### src/rtl/data_mem_ctrl.sv
// data_mem_ctrl: memory-stage load/store controller for the mipsel32 pipeline.
// Accepts one op from EX, drives the data port with size/strobe/lane-aligned
// write data (including SWL/SWR), and hands the raw word, byte offset, RT
// value and extended load result to WB. One transaction outstanding at a time.
module data_mem_ctrl #(
  parameter bit store_lr = 1'b1
) (
  input  logic        clk,
  input  logic        reset,
  input  logic        flush,
  input  logic        ex_valid,
  output logic        ex_ready,
  input  logic [3:0]  ex_op,
  input  logic [31:0] ex_addr,
  input  logic [31:0] ex_rt,
  output logic        data_req,
  output logic        data_wr,
  output logic [1:0]  data_size,
  output logic [31:0] data_addr,
  output logic [3:0]  data_wstrb,
  output logic [31:0] data_wdata,
  input  logic        data_addr_ok,
  input  logic        data_data_ok,
  input  logic [31:0] data_rdata,
  output logic        wb_valid,
  input  logic        wb_ready,
  output logic [3:0]  wb_op,
  output logic [1:0]  wb_byte_addr,
  output logic [31:0] wb_reg_word,
  output logic [31:0] wb_mem_word,
  output logic [31:0] wb_result,
  output logic        wb_adel,
  output logic        wb_ades,
  output logic [31:0] wb_badvaddr
);

  localparam logic [3:0] OP_LB  = 4'd0;
  localparam logic [3:0] OP_LBU = 4'd1;
  localparam logic [3:0] OP_LH  = 4'd2;
  localparam logic [3:0] OP_LHU = 4'd3;
  localparam logic [3:0] OP_LW  = 4'd4;
  localparam logic [3:0] OP_LWL = 4'd5;
  localparam logic [3:0] OP_LWR = 4'd6;
  localparam logic [3:0] OP_SB  = 4'd8;
  localparam logic [3:0] OP_SH  = 4'd9;
  localparam logic [3:0] OP_SW  = 4'd10;
  localparam logic [3:0] OP_SWL = 4'd11;
  localparam logic [3:0] OP_SWR = 4'd12;

  typedef enum logic [2:0] {
    S_IDLE,
    S_REQ,
    S_WAIT,
    S_CANCEL,
    S_DONE
  } state_t;

  state_t      r_state;
  logic        r_data_req;
  logic        r_data_wr;
  logic [1:0]  r_data_size;
  logic [31:0] r_data_addr;
  logic [3:0]  r_data_wstrb;
  logic [31:0] r_data_wdata;
  logic        r_wb_valid;
  logic [3:0]  r_wb_op;
  logic [1:0]  r_wb_byte_addr;
  logic [31:0] r_wb_reg_word;
  logic [31:0] r_wb_mem_word;
  logic [31:0] r_wb_result;
  logic        r_wb_adel;
  logic        r_wb_ades;
  logic [31:0] r_wb_badvaddr;

  logic [1:0]  w_a;
  logic        w_is_load;
  logic        w_is_store;
  logic        w_misalign;
  logic [1:0]  w_size;
  logic [31:0] w_addr;
  logic [3:0]  w_strb;
  logic [31:0] w_wdata;
  logic [31:0] w_shifted;
  logic [7:0]  w_byte;
  logic [15:0] w_half;
  logic [31:0] w_result;

  assign w_a = ex_addr[1:0];

  // Decode the incoming EX op into its request encoding and fault status.
  always_comb begin
    w_is_load  = (ex_op <= OP_LWR);
    w_is_store = (ex_op >= OP_SB) && (ex_op <= OP_SWR);
    w_misalign = 1'b0;
    w_size     = 2'd2;
    w_addr     = ex_addr;
    w_strb     = '0;
    w_wdata    = '0;
    case (ex_op)
      OP_LB, OP_LBU, OP_SB: begin
        w_size  = 2'd0;
        w_wdata = {4{ex_rt[7:0]}};
        if (ex_op == OP_SB) w_strb = 4'b0001 << w_a;
      end
      OP_LH, OP_LHU, OP_SH: begin
        w_size     = 2'd1;
        w_wdata    = {2{ex_rt[15:0]}};
        w_misalign = w_a[0];
        if (ex_op == OP_SH) w_strb = w_a[1] ? 4'b1100 : 4'b0011;
      end
      OP_LW, OP_SW: begin
        w_wdata    = ex_rt;
        w_misalign = (w_a != 2'd0);
        if (ex_op == OP_SW) w_strb = 4'b1111;
      end
      OP_LWL, OP_LWR: begin
        w_addr = {ex_addr[31:2], 2'b00};
      end
      OP_SWL: begin
        w_addr  = {ex_addr[31:2], 2'b00};
        w_wdata = ex_rt >> {(2'd3 - w_a), 3'b000};
        if (store_lr) w_strb = 4'b1111 >> (2'd3 - w_a);
      end
      OP_SWR: begin
        w_addr  = {ex_addr[31:2], 2'b00};
        w_wdata = ex_rt << {w_a, 3'b000};
        if (store_lr) w_strb = 4'b1111 << w_a;
      end
      default: ;
    endcase
  end

  // Extend the returned word according to the captured op and byte offset.
  always_comb begin
    w_shifted = data_rdata >> {r_wb_byte_addr, 3'b000};
    w_byte    = w_shifted[7:0];
    w_half    = r_wb_byte_addr[1] ? data_rdata[31:16] : data_rdata[15:0];
    w_result  = '0;
    case (r_wb_op)
      OP_LB:                 w_result = {{24{w_byte[7]}}, w_byte};
      OP_LBU:                w_result = {24'd0, w_byte};
      OP_LH:                 w_result = {{16{w_half[15]}}, w_half};
      OP_LHU:                w_result = {16'd0, w_half};
      OP_LW, OP_LWL, OP_LWR: w_result = data_rdata;
      default:               w_result = '0;
    endcase
  end

  // Control FSM with registered request and writeback outputs; flush wins.
  always_ff @(posedge clk) begin
    if (reset) begin
      r_state        <= S_IDLE;
      r_data_req     <= 1'b0;
      r_data_wr      <= 1'b0;
      r_data_size    <= '0;
      r_data_addr    <= '0;
      r_data_wstrb   <= '0;
      r_data_wdata   <= '0;
      r_wb_valid     <= 1'b0;
      r_wb_op        <= '0;
      r_wb_byte_addr <= '0;
      r_wb_reg_word  <= '0;
      r_wb_mem_word  <= '0;
      r_wb_result    <= '0;
      r_wb_adel      <= 1'b0;
      r_wb_ades      <= 1'b0;
      r_wb_badvaddr  <= '0;
    end else begin
      case (r_state)
        S_IDLE: begin
          if (ex_valid && !flush) begin
            r_wb_op        <= ex_op;
            r_wb_byte_addr <= w_a;
            r_wb_reg_word  <= ex_rt;
            r_wb_mem_word  <= '0;
            r_wb_result    <= '0;
            r_wb_adel      <= 1'b0;
            r_wb_ades      <= 1'b0;
            r_wb_badvaddr  <= '0;
            if (w_misalign) begin
              r_state       <= S_DONE;
              r_wb_valid    <= 1'b1;
              r_wb_adel     <= w_is_load;
              r_wb_ades     <= w_is_store;
              r_wb_badvaddr <= ex_addr;
            end else if (!w_is_load && !w_is_store) begin
              r_state    <= S_DONE;
              r_wb_valid <= 1'b1;
            end else begin
              r_state      <= S_REQ;
              r_data_req   <= 1'b1;
              r_data_wr    <= w_is_store;
              r_data_size  <= w_size;
              r_data_addr  <= w_addr;
              r_data_wstrb <= w_strb;
              r_data_wdata <= w_wdata;
            end
          end
        end
        S_REQ: begin
          if (flush || data_addr_ok) begin
            r_state      <= flush ? S_IDLE : S_WAIT;
            r_data_req   <= 1'b0;
            r_data_wr    <= 1'b0;
            r_data_wstrb <= '0;
          end
        end
        S_WAIT: begin
          if (flush) begin
            // A response arriving with the flush is simply dropped.
            r_state <= data_data_ok ? S_IDLE : S_CANCEL;
          end else if (data_data_ok) begin
            r_state       <= S_DONE;
            r_wb_valid    <= 1'b1;
            r_wb_mem_word <= data_rdata;
            r_wb_result   <= w_result;
          end
        end
        S_CANCEL: begin
          if (data_data_ok) r_state <= S_IDLE;
        end
        S_DONE: begin
          if (flush || wb_ready) begin
            r_state    <= S_IDLE;
            r_wb_valid <= 1'b0;
          end
        end
        default: r_state <= S_IDLE;
      endcase
    end
  end

  assign ex_ready     = (r_state == S_IDLE);
  assign data_req     = r_data_req;
  assign data_wr      = r_data_wr;
  assign data_size    = r_data_size;
  assign data_addr    = r_data_addr;
  assign data_wstrb   = r_data_wstrb;
  assign data_wdata   = r_data_wdata;
  assign wb_valid     = r_wb_valid;
  assign wb_op        = r_wb_op;
  assign wb_byte_addr = r_wb_byte_addr;
  assign wb_reg_word  = r_wb_reg_word;
  assign wb_mem_word  = r_wb_mem_word;
  assign wb_result    = r_wb_result;
  assign wb_adel      = r_wb_adel;
  assign wb_ades      = r_wb_ades;
  assign wb_badvaddr  = r_wb_badvaddr;

endmodule

### config.mk
export PLATFORM = sky130hd
export DESIGN_NAME = data_mem_ctrl
export DESIGN_NICKNAME = d
export VERILOG_FILES = /design/src/rtl/data_mem_ctrl.sv
export SDC_FILE = /design/constraint.sdc
export NUM_CORES = 1
export LEC_CHECK = 0
export BUFFER_PORTS_ARGS = -buffer_cell sky130_fd_sc_hd__buf_2
export CORE_UTILIZATION = 40
export CTS_BUF_LIST = sky130_fd_sc_hd__clkbuf_2 sky130_fd_sc_hd__clkbuf_4 sky130_fd_sc_hd__clkbuf_8
export DETAILED_ROUTE_END_ITERATION = 10
export PLACE_DENSITY = 0.76
export SYNTH_ARGS = -nofsm -noshare
export SYNTH_HDL_FRONTEND = slang
export SYNTH_SLANG_ARGS = --single-unit
export TNS_END_PERCENT = 50
### constraint.sdc
create_clock -name clk -period 5.67 [get_ports clk]
set_clock_uncertainty 0.1 [all_clocks]
set_input_delay 1.134 -clock clk [delete_from_list [all_inputs] [get_ports clk]]
set_output_delay 1.134 -clock clk [all_outputs]
set_load 0.05 [all_outputs]
; ---- Word-level counts from Yosys, hierarchy flattened
; Cells that the tools add are included.
[word_totals]
reg_bits = 212
latch_bits = 0
ram_bits = 0
rom_bits = 0
in_bits = 107
output_inout_bits = 210
elab_cells = 138
memories = 0
[classes]
add_sub_neg = 1
multipliers = 0
n_div = 0
magnitude_cmp = 3
n_eq_ne = 31
n_shift = 6
mux = 53
n_bitwise = 2
n_reduce_logical = 26
[op_table]
columns = op, n
row1 = 32-bit one-hot mux with 5 select lines, 2
row2 = 32-bit 2-to-1 mux, 6
row3 = 32-bit one-hot mux with 2 select lines, 2
row4 = 4-bit 2-to-1 mux, 8
row5 = 32-bit by 5-bit left shift with 32-bit output, 1
row6 = 32-bit by 5-bit >> shifter with 32-bit output, 1
row7 = 32-bit by 5-bit >> shifter with 8-bit output, 1
row8 = "4-bit by 3-bit == test with 1-bit output, second input constant", 6
row9 = 3-bit 2-to-1 mux, 8
row10 = "4-bit == test, second input constant", 5
row11 = 4-bit one-hot mux with 5 select lines, 1
row12 = "4-bit by 2-bit == test with 1-bit output, second input constant", 4
row13 = 16-bit 2-to-1 mux, 1
row14 = 1-bit 2-to-1 mux, 15
row15 = 3-bit one-hot mux with 5 select lines, 1
row16 = "2-bit != test, second input constant", 7
row17 = 5-bit AND reduction, 2
row18 = 3-bit OR reduction, 3
row19 = "4-bit by 1-bit == test with 1-bit output, second input constant", 2
row20 = 4-bit zero test, 2
row21 = 4-bit one-hot mux with 2 select lines, 1
row22 = 4-bit AND reduction, 2
row23 = "3-bit by 2-bit == test with 1-bit output, second input constant", 2
row24 = 2-bit 2-to-1 mux, 3
row25 = 26 further kinds, 36

; ---- Logic depth before layout (Yosys ltp)
; Gate-level depths: netlist of the first run.
[logic_depth]
word_depth = 8
depth_mapped = 8
depth_no_buf = 5

; ---- Worst setup path after synthesis of the first run
; Ideal clock, no wire load.
[synth_timing]
kind = reg2out
from = reg r_state[1]
to = out ex_ready
arrival_ns = 1.583
t_required_ns = 4.436
path_slack_ns = 2.853
path_stages_with_launch = 3
path_buffers = 1
path_cell_list = dfxtp_1 -> buf_2 -> nor3_1
[synth_via]
elab_chain_cells = 1
[synth_rtl]
columns = element, line_no
row1 = from (decl), 58  ; state_t r_state;
row2 = from (signal assigned), 202  ; r_state <= flush ? S_IDLE : S_WAIT;
row3 = from (signal assigned), 211  ; r_state <= data_data_ok ? S_IDLE : S_CANCEL;
row4 = 3-bit zero test, 233  ; assign ex_ready = (r_state == S_IDLE);
row5 = to (decl), 12  ; output logic ex_ready,
; Every way passes these cells.

; ---- Worst setup path after layout of the first run
[layout_timing]
from = in ex_addr[1]
to = reg r_data_addr[4], in the netlist data_addr[4]
[layout_via]
elab_chain_cells = 4
[layout_rtl]
columns = element, line_no
row1 = from (decl), 14  ; input logic [31:0] ex_addr,
row2 = 2-bit nonzero test, 113  ; w_misalign = (w_a != 2'd0);
row3 = 1-bit one-hot mux with 2 select lines, 99  ; case (ex_op)
row4 = 1-bit NOT (no line), -
row5 = 4-bit AND reduction (no line), -
row6 = to (signal assigned), 194  ; r_data_addr <= w_addr;
row7 = to (decl), 62  ; logic [31:0] r_data_addr;
; Every way passes these cells.
; A chain may end at the register's enable or synchronous reset.

==> impl_metrics.ini, run 1 <==
[run_status]
status = finished clean

[critical_path]
path_cells = buf_2, inv_2, o311ai_4, o211a_1, o21ai_0, a21oi_1
cpLargestDelayFamily = compound AO/OA/AOI/OAI gates
crit_buf_inv = 2
cp.required_ps = 6010
cp_slowest_cell = o211a_1
crit_fanout = 38
slowest_delay_ps = 890
end_kind = register
arrival_ps = 3570
critPathKind = primary input to register
startpoint_type = primary input

[synth]
synth_top_area_share_pct = 44.71
synth_area_leader_cell = dfxtp_1
syn_area_sq_um = 9492
synth_most_common_cell = dfxtp_1
yosys_warnings = 0
synthFlopType = dfxtp_1
synthesis.nets = 1192
synth_cell_types = 74
synthTopCellsByArea = dfxtp_1, nand2_1, a21oi_1
async_flop_share_pct = 0
ys_seq_area_share_pct = 44.71
synth_edf_count = 0
avgSynthCellArea_sq_um = 8.748
synthesis.instances = 1085
synth-seq-cells = 212
synthTopCellsByCount = dfxtp_1, nand2_1, a21oi_1

[clocking]
cts.sinks = 212
clockRootBuffer = clkbuf_8
cts_tree = yes
post-cts-setup-buffers = 0
cts_resized = 0
clock_path_buffers = 3
postCtsHoldBufs = 0
cts.clk_slew.worst_paths_ps = 60
cts_buffers = 37
clk_latency_ps = 510
cts_max_level = 2

[die]
ios = 317
initial_utilization_pct = 40.56
die_area_sq_um = 24350
fp.dieW_microns = 156.0
core_sq_um = 23400
die_h_microns = 156.0
rows = 56

[sta]
fin_crit_ps = 3227
max_slew_margin_pct = 29.34
fmax_mhz = 309.9
drv_slew = 0
setup-tns-final_ps = 0
rsz0062_at_grt = no
setup_viol = 0
worst_pin_slew_ps = 1058
final_hold_viol_count = 0
timing.final.crit_share_pct = 56.92

[finish]
area_growth_pct = 26.15
drive_above_1_share_pct = 31.33
final_cells = 1703
n_fill_cell = 2280
nets = 1461

[global_route]
grt-ovfl-total = 0
grt_pass1_wl_microns = 48640
antenna_found_initial = 4
grt_pass1_vias = 8922
grt_start_max_net_pins = 77
grt_usage_pct = 24.97

[route]
routedWlPerCell_microns = 18.73
via_per_inst = 5.730
first_pass_iters = 8
wirelength_microns = 31900
drt_iter0_markers = 888
drtAntennaViolNets = 0
drc = 0
via_count = 9758

[place]
dp_cells = 1634
place_congestion = 0.9482
port_buffers = 316
dp_hpwl_microns = 21800

[power]
p_leak_uw = 0.005194
report.power.total_uw = 3664
powerDensity_nw_per_um2 = 306.0
ir_drop_uv = 171.7

[run]
max_cap_viol_count = 0

[min_path]
hold_class = register to register
## path summary, 6_finish.rpt
kind | start | to | slack [ps] | depth (start not counted)
max | ex_addr[1] | data_addr[4] | 2440 | 6
min | wb_reg_word[28] | wb_reg_word[28] | 350 | 2
max reg2reg | r_state[1] | wb_result[13] | 3040 | 6
min reg2reg | wb_reg_word[28] | wb_reg_word[28] | 350 | 2
## state kept, by name, indices dropped and copies added (netlist names)
name and cells:
wb_badvaddr 32, data_wstrb 4, data_wr 1, r_state 3, wb_op 4, wb_reg_word 32
wb_byte_addr 2, data_req 1, data_addr 32, wb_adel 1, data_wdata 32, data_size 2
wb_valid 1, wb_ades 1, wb_mem_word 32, wb_result 32
## tightest hold or removal path: stages (launching register included)
cell and delay [ps]:
dfxtp_1 300, nand2_1 50, a21oi_1 50
## cells by family (layout without fill, tap and decap cells)
| group | Yosys count | count (layout) | share of synthesized area [%] |
|---|---|---|---|
| mux | 47 | 47 | 5.365 |
| other cells | 0 | 2 | 0 |
| compound gates | 403 | 403 | 28.95 |
| simple gates | 309 | 309 | 15.58 |
| xor+xnor | 3 | 3 | 0.2769 |
| flops | 212 | 212 | 44.71 |
| buf+inv | 111 | 408 | 5.115 |
## layout by cell type (no fill, tap or decap), types with 9 or more instances in the layout
| cell | count |
|---|---|
| a221oi_1 | 14 |
| nand2_1 | 151 |
| mux2_2 | 11 |
| a21oi_1 | 110 |
| nand3_1 | 38 |
| and2_1 | 16 |
| clkbuf_8 | 49 |
| inv_1 | 12 |
| clkbuf_4 | 16 |
| buf_2 | 315 |
| o21ai_0 | 80 |
| mux2i_1 | 34 |
| dfxtp_1 | 212 |
| a22o_1 | 47 |
| nor2_1 | 51 |
| o2bb2ai_1 | 29 |
| a22oi_1 | 57 |
| buf_4 | 13 |
| a222oi_1 | 9 |
## where the power goes
part | internal [uW] | switching, uW | leakage, uW
logic | 167 | 430 | 0.00304
clock network | 880 | 629 | 0.000437
registers | 1530 | 28.0 | 0.00172
## area by class of cell
type                            count  area (sq um)  area share [%]
Antenna cell                        2         5.005         0.04180
Inverter                           13         48.80          0.4075
Multi-Input combinational cell    762          4788           39.99
Clock buffer                       65         794.5           6.635
Clock inverter                      2         20.02          0.1672
Timing Repair Buffer              328          1674           13.98
Sequential cell                   212          4244           35.44
Tap cell                          319         399.1           3.333
## metal layers
| layer | global-route usage (%) | share of wire, % | up-vias |
|---|---|---|---|
| met5 | 0 | 0.12 | - |
| met4 | 12.09 | 4.3 | 6 |
| met3 | 5.111 | 7.9 | 109 |
| met2 | 39.22 | 45 | 508 |
| met1 | 32.59 | 42 | 4596 |
| li1 | - | - | 4539 |
## through the flow
stage | cell area [sq um] | hold WS [ps] | setup WS (ps) | util, %
final | 11970 | 348.9 | 2443 | 51.17
after global routing | 11970 | 364.9 | 2249 | 51.15
after CTS | 11970 | 350.3 | 2468 | 51.14
after detailed placement | 11150 | 342.0 | 1903 | 47.66
after global placement | 11150 | 332.5 | 2028 | 47.66
after floorplan | 9492 | 512.0 | 2853 | -
(Power assumes the default switching activity.)
==> run 2, diff against run 1 <==
--- a/config.mk
+++ b/config.mk
@@ -9,7 +9,7 @@
 export CORE_UTILIZATION = 40
 export CTS_BUF_LIST = sky130_fd_sc_hd__clkbuf_2 sky130_fd_sc_hd__clkbuf_4 sky130_fd_sc_hd__clkbuf_8
 export DETAILED_ROUTE_END_ITERATION = 10
-export PLACE_DENSITY = 0.76
+export PLACE_DENSITY = 0.78
 export SYNTH_ARGS = -nofsm -noshare
 export SYNTH_HDL_FRONTEND = slang
 export SYNTH_SLANG_ARGS = --single-unit
==> constraint.sdc (replaced) <==
create_clock -name clk -period 2.8 [get_ports clk]
set_clock_uncertainty 0.1 [all_clocks]
set_input_delay 0.56 -clock clk [delete_from_list [all_inputs] [get_ports clk]]
set_output_delay 0.56 -clock clk [all_outputs]
set_load 0.05 [all_outputs]
==> impl_metrics.ini, run 2 (synthesis gave the netlist of run 1 again) <==
[sta]
final_hold_viol_count = 0
setup_viol = 0
timing.final.crit_share_pct = 87.66
fmax_mhz = 407.4
fin_crit_ps = 2455
max_slew_margin_pct = 31.92
drv_slew = 0
worst_pin_slew_ps = 1019
rsz0062_at_grt = no
holdWs_ps = 179.2
setup-tns-final_ps = 0

[global_route]
grt-ovfl-total = 0
grt_pass1_vias = 8911
grt_start_max_net_pins = 51
grt_usage_pct = 24.60
grt_pass1_wl_microns = 47920
antenna_found_initial = 2

[route]
routedWlPerCell_microns = 18.25
wirelength_microns = 31580
drc = 0
via_count = 9733
first_pass_iters = 6
via_per_inst = 5.626
drt_iter0_markers = 902
drtAntennaViolNets = 0

[clocking]
cts_resized = 0
cts_tree = yes
clk_latency_ps = 540
postCtsHoldBufs = 0
clock_path_buffers = 3
cts_max_level = 2
cts.clk_slew.worst_paths_ps = 60
cts_buffers = 38
post-cts-setup-buffers = 0
clockRootBuffer = clkbuf_8
cts.sinks = 212

[power]
p_leak_uw = 0.005340
powerDensity_nw_per_um2 = 611.3
ir_drop_uv = 317.8

[critical_path]
cp_slowest_cell = dfxtp_1
ff2ff_setup_slack_ps = 350
worstReg2RegStart = wb_op[2]
timing.rr.end = wb_result[1]
cpLargestDelayFamily = compound AO/OA/AOI/OAI gates
crit_buf_inv = 0
arrival_ps = 2760
reg2regPathDepth = 5
cp.required_ps = 3100
end_kind = register
path_cells = a21bo_2, nor2_2, o21a_2, nand2b_1, o21ai_0
critPathKind = register to register
startpoint_type = register
crit_fanout = 19
slowest_delay_ps = 480

[run_status]
status = finished clean

[place]
dp_hpwl_microns = 22220
place_congestion = 0.9160
port_buffers = 316

[finish]
ff_latch_area_sq_um = 4244
mostFrequentLayoutCells = buf_2, dfxtp_1, nand2_1
multi_input_area_sq_um = 4788
diodes = 0
drive_above_1_share_pct = 32.74
final_common_cell = buf_2
nets = 1490
fin_util_pct = 52.17
n_fill_cell = 2229
area_growth_pct = 28.63

[die]
core_sq_um = 23400
fp.dieW_microns = 156.0
initial_utilization_pct = 40.56
ios = 317
die_area_sq_um = 24350
die_h_microns = 156.0
rows = 56

[run]
max_cap_viol_count = 0

[min_path]
whs_endpoint = wb_badvaddr[20]
hold_class = primary input to register
min_from = ex_addr[20]
min_path_cells = 2
## run 2: cell types whose count changed in the layout (fill, tap and decap cells not counted), sizes merged
cell / change
clkinv: +3
buf: +28
clkinvlp: +1
bufinv: +1
diode: -2
clkbuf: -2
inv: -2
## run 2: worst reg2reg max path, cell delays in order, from the launching register on
cell      delay, ps
dfxtp_1         480
a21bo_2         300
nor2_2          470
o21a_2          380
nand2b_1        350
o21ai_0         280
## run 2: routing by layer
metal	part of all wire (%)	global-route usage, %	wire (microns)	vias up
met4	3.2	9.150	1014	4
met2	46	39.50	14650	449
met3	7.6	5.306	2409	80
met1	43	32.28	13480	4608
met5	0.063	0	20	-
li1	-	-	-	4592
## run 2: area by class of cell
cell class | instances | area share [%]
Multi-Input combinational cell | 762 | 39.22
Sequential cell | 212 | 34.76
Clock inverter | 5 | 0.4304
Timing Repair Buffer | 356 | 15.64
Inverter | 13 | 0.3997
Tap cell | 319 | 3.269
Clock buffer | 63 | 6.282
## run 2: where the power goes
part | total [uW] | internal, uW | switching (uW)
Combinational | 1250 | 373 | 874
Clock | 3060 | 1820 | 1250
Sequential | 3150 | 3100 | 54.5
## run 2: worst max-delay path by stage
stage          startpoint           end  slack, ps  cells after the start
2_1_floorplan  r_state[1]      ex_ready        560                      2
3_3_place_gp     ex_op[1]  data_size[1]        300                      7
3_5_place_dp     ex_op[1]  data_size[1]        280                      7
4_1_cts          wb_op[2]  wb_result[1]        390                      5
5_1_grt          wb_op[2]  wb_result[0]        100                      5
6_report         wb_op[2]  wb_result[1]        350                      5
## run 2: metrics by stage
step | std cells | cell area [sq um] | worst slack [ps] | total power, uW
3_3_place_gp | 1662 | 11390 | 301.1 | 4436
2_1_floorplan | 1085 | 9492 | 557.3 | 4040
4_1_cts | 1730 | 12210 | 387.9 | 7509
6_report | 1730 | 12210 | 345.4 | 7464
5_1_grt | 1730 | 12210 | 95.21 | 7752
3_5_place_dp | 1662 | 11390 | 281.0 | 4449
==> run 3, diff against run 2 <==
--- a/config.mk
+++ b/config.mk
@@ -9,7 +9,7 @@
 export CORE_UTILIZATION = 40
 export CTS_BUF_LIST = sky130_fd_sc_hd__clkbuf_2 sky130_fd_sc_hd__clkbuf_4 sky130_fd_sc_hd__clkbuf_8
 export DETAILED_ROUTE_END_ITERATION = 10
-export PLACE_DENSITY = 0.78
+export PLACE_DENSITY = 0.65
 export SYNTH_ARGS = -nofsm -noshare
 export SYNTH_HDL_FRONTEND = slang
 export SYNTH_SLANG_ARGS = --single-unit
==> impl_metrics.ini, run 3 (synthesis gave the netlist of run 1 again) <==
[min_path]
min_path_cells = 2
hold_class = primary input to register
min_from = ex_addr[5]
whs_endpoint = wb_badvaddr[5]

[finish]
area_growth_pct = 28.45
fin_area_sq_um = 12190
mostFrequentLayoutCells = buf_2, dfxtp_1, nand2_1
diodes = 0
final_cells = 1725
nets = 1489
drive_above_1_share_pct = 32.50
final_common_cell = buf_2
fin_util_pct = 52.10

[critical_path]
ff2ff_setup_slack_ps = 400
arrival_ps = 2730
cp.required_ps = 3130
critPathKind = register to register
startpoint_type = register
worstReg2RegStart = wb_op[2]
reg2regPathDepth = 5
crit_fanout = 19
end_kind = register
timing.rr.end = wb_result[8]

[power]
p_int_uw = 5205
power_switching_uw = 2183
clkPwrFrac_pct = 40.4
seqPwrFrac_pct = 42.6
p_leak_uw = 0.005323
switching_share_pct = 29.55
p_comb_share_pct = 17.0
ir_drop_uv = 241.2
powerDensity_nw_per_um2 = 605.9

[sta]
timing.final.crit_share_pct = 85.89
rsz0062_at_grt = no
final_hold_viol_count = 0
setup-tns-final_ps = 0
max_slew_margin_pct = 22.41
fin_crit_ps = 2405
worst_pin_slew_ps = 1161
fmax_mhz = 415.8
drv_slew = 0
setup_viol = 0

[global_route]
grt_usage_pct = 25.30
grt_pass1_vias = 8869
grt-ovfl-total = 0
grt_start_max_net_pins = 74
antenna_found_initial = 1
grt_pass1_wl_microns = 49260

[place]
dp_hpwl_microns = 22420
port_buffers = 316
dp_cells = 1661
place_congestion = 0.9156
post_dp_cell_area_sq_um = 11410

[route]
drc = 0
via_count = 9632
routedWlPerCell_microns = 18.51
drt_iter0_markers = 895
drtAntennaViolNets = 0
wirelength_microns = 31940
via_per_inst = 5.584
first_pass_iters = 7

[die]
initial_utilization_pct = 40.56
ios = 317
rows = 56
core_sq_um = 23400
fp.dieW_microns = 156.0
die_area_sq_um = 24350
die_h_microns = 156.0

[run]
max_cap_viol_count = 0

[clocking]
cts_resized = 0
cts_tree = yes
clock_path_buffers = 3
cts_buffers = 38
clk_latency_ps = 520
clockRootBuffer = clkbuf_8
cts_max_level = 2
cts.sinks = 212
post-cts-setup-buffers = 0
cts.clk_slew.worst_paths_ps = 60
postCtsHoldBufs = 0

[run_status]
status = finished clean
## run 3: cell count changes in the layout (fill, tap and decap cells not counted)
| cell | previous run | this run |
|---|---|---|
| buf_4 | 39 | 36 |
| buf_12 | 2 | 4 |
| clkbuf_4 | 16 | 12 |
| clkbuf_8 | 47 | 46 |
| clkinv_4 | 0 | 1 |
## run 3: area by class of cell
cell class / instances / area [sq um]
Clock inverter: 6 / 61.31
Sequential cell: 212 / 4244
Multi-Input combinational cell: 762 / 4788
Clock buffer: 58 / 723.2
Fill cell: 2322 / 11210
Tap cell: 319 / 399.1
Timing Repair Buffer: 355 / 1927
Inverter: 13 / 48.80
## run 3: worst max-delay path by stage
| stage | from | end | slack, ps | cells past startpoint |
|---|---|---|---|---|
| 2_1_floorplan | r_state[1] | ex_ready | 560 | 2 |
| 3_3_place_gp | ex_op[3] | data_wdata[30] | 300 | 6 |
| 3_5_place_dp | ex_op[3] | data_wdata[30] | 210 | 6 |
| 4_1_cts | wb_op[2] | wb_result[8] | 380 | 5 |
| 5_1_grt | wb_op[2] | wb_result[0] | 110 | 5 |
| 6_report | wb_op[2] | wb_result[8] | 400 | 5 |
## run 3: per-stage QoR
stage	setup WS (ps)	power, uW	hold WS [ps]
2_1_floorplan	557.3	4040	512.0
3_3_place_gp	298.1	4450	332.0
3_5_place_dp	213.4	4457	336.8
4_1_cts	381.8	7465	147.1
5_1_grt	105.7	7696	163.7
6_report	395.1	7387	181.2
## run 3: power groups by stage
stage	registers (uW)	clock network, uW	logic [uW]
final	3150	2980	1250
after global routing	3160	3200	1340
after CTS	3150	3070	1250
after detailed placement	3210	0	1240
after global placement	3210	0	1240
after floorplan	3470	0	569
## run 3: critical path: stages, from the launching register on
cell	delay, ps
dfxtp_1	470
a21bo_2	290
nor2_2	440
o21a_2	370
nand2b_1	360
o21ai_0	270
## run 3: routing by layer
layer,global-route usage [%],vias up,part of all wire [%]
met1,34.40,4554,44
met2,40.11,418,46
met5,0,-,0.041
met3,5.056,60,7.7
met4,7.937,2,2.4
li1,-,4598,-
